<file path="src/rtl/stream_src_ctrl.sv">
// Session controller: picks one producer per session, gates it on buffer back-pressure,
// counts written words and waits for the buffer to drain before the next session.
module stream_src_ctrl #(
    parameter int N_SRC     = 2,
    parameter int DATA_W    = 16,
    parameter int CNT_W     = 16,
    parameter int MAX_WORDS = 0,
    localparam int IDX_W    = (N_SRC > 1) ? $clog2(N_SRC) : 1
) (
    input  logic                    clk,
    input  logic                    rst,
    input  logic [N_SRC-1:0]        start,
    input  logic                    stop,
    input  logic [N_SRC-1:0]        src_valid,
    input  logic [N_SRC*DATA_W-1:0] src_data,
    input  logic                    buf_full,
    input  logic                    buf_empty,
    input  logic                    rd_valid,
    output logic [N_SRC-1:0]        src_en,
    output logic                    wr_en,
    output logic [DATA_W-1:0]       wr_data,
    output logic [IDX_W-1:0]        act_idx,
    output logic [1:0]              state,
    output logic [3:0]              led,
    output logic [CNT_W-1:0]        word_cnt
);

    typedef enum logic [1:0] {
        IDLE  = 2'd0,
        COMM  = 2'd1,
        WAIT  = 2'd2,
        DRAIN = 2'd3
    } state_t;

    localparam logic [CNT_W-1:0] LIMIT_M1 = CNT_W'((MAX_WORDS == 0) ? 0 : MAX_WORDS - 1);

    function automatic logic [CNT_W-1:0] sat_inc(input logic [CNT_W-1:0] v);
        return (v == '1) ? v : v + CNT_W'(1);
    endfunction

    state_t              state_q, state_d;
    logic [N_SRC-1:0]    start_prev;
    logic                stop_prev;
    logic [N_SRC-1:0]    start_edge;
    logic                stop_edge;
    logic [IDX_W-1:0]    first_idx;
    logic                sel_valid;
    logic [DATA_W-1:0]   sel_data;
    logic                limit_hit;
    logic                session_start;

    // Prev-level flops reset high so a button held through reset never fires
    always_ff @(posedge clk or posedge rst) begin
        if (rst) begin
            start_prev <= '1;
            stop_prev  <= 1'b1;
        end else begin
            start_prev <= start;
            stop_prev  <= stop;
        end
    end

    assign start_edge = start & ~start_prev;
    assign stop_edge  = stop & ~stop_prev;

    always_comb begin
        first_idx = '0;
        for (int i = N_SRC - 1; i >= 0; i--) begin
            if (start_edge[i]) first_idx = IDX_W'(i);
        end
    end

    always_comb begin
        src_en    = '0;
        sel_valid = 1'b0;
        sel_data  = '0;
        for (int i = 0; i < N_SRC; i++) begin
            if (act_idx == IDX_W'(i)) begin
                src_en[i] = (state_q == COMM) && !buf_full;
                sel_valid = src_valid[i];
                sel_data  = src_data[i*DATA_W +: DATA_W];
            end
        end
    end

    assign wr_en     = (|src_en) && sel_valid;
    assign wr_data   = wr_en ? sel_data : '0;
    assign limit_hit = (MAX_WORDS != 0) && wr_en && (word_cnt == LIMIT_M1);
    assign session_start = (state_q == IDLE) && (|start_edge);

    always_comb begin
        state_d = state_q;
        case (state_q)
            IDLE:  if (|start_edge) state_d = COMM;
            COMM: begin
                if (stop_edge)      state_d = DRAIN;
                else if (limit_hit) state_d = DRAIN;
                else if (buf_full)  state_d = WAIT;
            end
            WAIT: begin
                if (stop_edge)      state_d = DRAIN;
                else if (!buf_full) state_d = COMM;
            end
            DRAIN: if (buf_empty && !rd_valid) state_d = IDLE;
            default:                state_d = IDLE;
        endcase
    end

    always_ff @(posedge clk or posedge rst) begin
        if (rst) begin
            state_q  <= IDLE;
            act_idx  <= '0;
            word_cnt <= '0;
        end else begin
            state_q <= state_d;
            if (session_start) begin
                act_idx  <= first_idx;
                word_cnt <= '0;
            end else if (wr_en) begin
                word_cnt <= sat_inc(word_cnt);
            end
        end
    end

    assign state = state_q;
    assign led   = 4'b0001 << state_q;

endmodule
</file>
<file path="config.mk">
export PLATFORM = sky130hd
export DESIGN_NAME = stream_src_ctrl
export DESIGN_NICKNAME = d
export VERILOG_FILES = /design/src/rtl/stream_src_ctrl.sv
export SDC_FILE = /design/constraint.sdc
export NUM_CORES = 1
export LEC_CHECK = 0
export ABC_AREA = 1
export BUFFER_PORTS_ARGS = -buffer_cell sky130_fd_sc_hd__buf_2
export CAP_MARGIN = 20
export CORE_MARGIN = 8
export CORE_UTILIZATION = 47
export CTS_BUF_LIST = sky130_fd_sc_hd__clkbuf_2
export DETAILED_ROUTE_END_ITERATION = 10
export PLACE_DENSITY = 0.82
export SYNTH_ARGS = -nofsm -noshare
export SYNTH_HDL_FRONTEND = slang
export SYNTH_SLANG_ARGS = --single-unit
</file>
<file path="constraint.sdc">
create_clock -name clk -period 4.4 [get_ports clk]
set_input_delay 0.66 -clock clk [delete_from_list [all_inputs] [get_ports clk]]
set_output_delay 0.66 -clock clk [all_outputs]
set_load 0.01 [all_outputs]
</file>
==> impl_metrics.py <==
metrics = {
    "setup_path": {
        "cp_num_buf_inv": 2,
        "critPathSlowestCell": "dfrtp_1",
        "crit_chain": "inv_2, nand2_1, nand2_1, nand3_4, a21oi_1, buf_2",
        "ff2ff_setup_slack_ns": 2.38,
        "rr_startpoint": "act_idx",
        "r2r-end": "word_cnt[6]",
        "crit_family": "flip-flops",
        "endpoint_kind": "primary output",
        "crit_top_cell": "nand2_1",
        "required_ns": 3.74,
        "arrival_ns": 2.06,
        "start_kind": "register",
        "crit_fanout": 21,
        "max_stage_delay_ns": 0.65,
        "critPathKind": "register to primary output",
        "r2r_cells": 7,
    },
    "final_layout": {
        "fillers": 341,
        "syn_to_final_growth_pct": 27.02,
        "nNetsFinal": 386,
        "drive_gt1_share_pct": 31.58,
        "stdcell_area_um2": 2100,
        "diodes": 0,
    },
    "synthesis": {
        "async_flop_share_pct": 100.0,
        "syn_inst": 261,
        "syn_avg_cell_area_um2": 6.333,
        "synth_top_area_share_pct": 28.77,
        "syn_area_um2": 1653,
        "yosysTopAreaCell": "dfrtp_1",
        "synth_most_common_cell": "nand2_1",
        "synth_commonest_cells": "nand2_1 (124), inv_1 (27), dfrtp_1 (19)",
        "synth-seq-cells": 22,
        "syn-num-nets": 304,
        "synthTopCellsByArea": "dfrtp_1 (29%), nand2_1 (28%), inv_1 (6.1%)",
        "yosysSeqAreaShare_pct": 33.54,
        "synth_flop_cell": "dfrtp_1",
        "synth-edff-count": 0,
        "ys_warn_count": 0,
        "yosysUniqueCellTypes": 28,
    },
    "routing": {
        "drtPass1Iterations": 4,
        "totalWireLength_mm": 4.526,
        "vias": 1826,
        "via_per_inst": 4.706,
        "drc": 0,
        "drt_iter0_markers": 58,
        "wl_per_cell_um": 11.66,
        "ant_nets": 0,
    },
    "sta": {
        "relSlewSlack_pct": 45.10,
        "period_share_pct": 61.79,
        "finalHoldViolCount": 0,
        "timing.final.ws_setup_ns": 1.681,
        "fin_worst_skew_ns": 0.003450,
        "setup_viol": 0,
        "fin_crit_ns": 2.719,
        "tightest_slew_ns": 0.8226,
        "rsz0062_at_grt": "false",
        "finalMaxSlewViolations": 0,
        "fmax_mhz": 367.8,
        "setup_tns_ns": 0,
    },
    "placement": {
        "portBuffers": 83,
        "post-place-ws_ns": 2.055,
        "place_congestion": 0.8010,
        "placement.cell_area_um2": 2081,
        "hpwlAfterDp_mm": 3.562,
    },
    "clocking": {
        "post-cts-setup-buffer-count": 0,
        "ctsHtreeMaxLevel": 1,
        "cts.clk_slew.worst_paths_ns": 0.20,
        "cts_resized": 0,
        "holdBufCountCts": 0,
        "clock_latency_ns": 0.33,
        "clockBufferDepth": 2,
        "cts_tree": "yes",
        "clock_sinks": 22,
        "root_buffer": "clkbuf_2",
        "numCtsBuffers": 3,
    },
    "worst_hold_path": {
        "hold_depth": 1,
        "hp-class": "primary input to register",
        "min_delay_worst_endpoint": "stop_prev",
        "min_from": "stop",
    },
    "grt": {
        "antenna_found_initial": 0,
        "track_usage_pct": 15.49,
        "grt_overflow": 0,
        "grt_pass1_vias": 1646,
        "grt_pass1_wl_mm": 7.127,
        "grt_max_degree": 23,
    },
    "floorplanning": {
        "fp.dieW_um": 75.30,
        "initial_core_util_pct": 49.14,
        "core_um2": 3363,
        "die_h_um": 75.30,
        "rows": 21,
        "die_area_um2": 5670,
        "ios": 84,
    },
    "pwr": {
        "p_leak_nw": 1.290,
        "vdd_ir_drop_max_mv": 0.2349,
        "cellPowerDensity_nw_per_um2": 338.3,
    },
    "status": {
        "status": "completed",
    },
    "job": {
        "max_cap_viol_count": 0,
    },
}
-- through the flow --
step / std cells / hold slack (ns) / util, % / power (mW)
6_report: 388 / 0.4055 / 62.43 / 0.7103
5_1_grt: 388 / 0.3717 / 62.43 / 0.7775
4_1_cts: 388 / 0.3818 / 62.43 / 0.7212
3_5_place_dp: 384 / 0.5132 / 61.87 / 0.6399
3_3_place_gp: 384 / 0.5134 / 61.87 / 0.6322
2_1_floorplan: 261 / 0.4957 / - / 0.5304
-- cell families after synthesis --
kind of cell,share of synthesized area (%)
compound gates,7.418
simple gates,45.04
flops,33.54
xor+xnor,3.180
fa+ha+maj,0.7569
buf+inv,10.07
-- registers in the layout, summed over array words and instances, names as in the netlist --
signal      flops
start_prev      2
word_cnt       16
act_idx         1
stop_prev       1
state           2
-- cells in the final DEF, fill, tap and decap left out, types with 2 or more instances in the layout --
master      n
nand2_1   124
buf_2      83
inv_1      27
dfrtp_1    19
a21oi_1    17
nor2_1     13
nand3_1    11
nand4_1     5
nor2_2      5
o21ai_0     5
inv_2       4
nand2_2     3
nor2_4      3
xnor2_1     3
xor2_1      3
clkbuf_2    3
dfstp_2     3
nand3b_1    2
a31oi_1     2
-- metal layers --
layer	vias to the layer above	share of wire [%]	global-route usage [%]	routed length, um
li1	968	-	-	-
met1	805	42	19.10	1889
met2	48	50	26.37	2257
met3	5	7.6	3.289	342
met4	0	0.82	4.478	37
met5	-	0	0	0
-- where the power goes --
part	total, mW	leakage, nW	switching, mW	internal [mW]
clock network	0.0799	0.0140	0.0601	0.0198
logic	0.347	0.986	0.223	0.124
registers	0.283	0.290	0.0556	0.227
total	0.710	1.29	0.339	0.372
-- final cells by class --
class | instances | area [um2] | area share, %
inverters | 32 | 121.4 | 5.781
flip-flops and latches | 22 | 554.3 | 26.40
well taps | 46 | 57.56 | 2.741
clock buffers | 3 | 15.01 | 0.7151
multi-input cells | 201 | 932.1 | 44.40
clock inverters | 1 | 3.754 | 0.1788
repair buffers | 83 | 415.4 | 19.79
-- how the worst max path moves through the flow --
stage,startpoint,endpoint,slack [ns],depth (start not counted)
floorplan,src_valid[1],wr_data[10],2.39,5
CTS,act_idx,wr_data[14],1.65,6
detailed placement,act_idx,wr_data[14],2.05,6
global placement,act_idx,wr_data[8],2.12,6
global route,act_idx,wr_data[13],1.45,6
finish,act_idx,wr_data[14],1.68,6
Note: power is estimated with default switching activity, not from simulation.
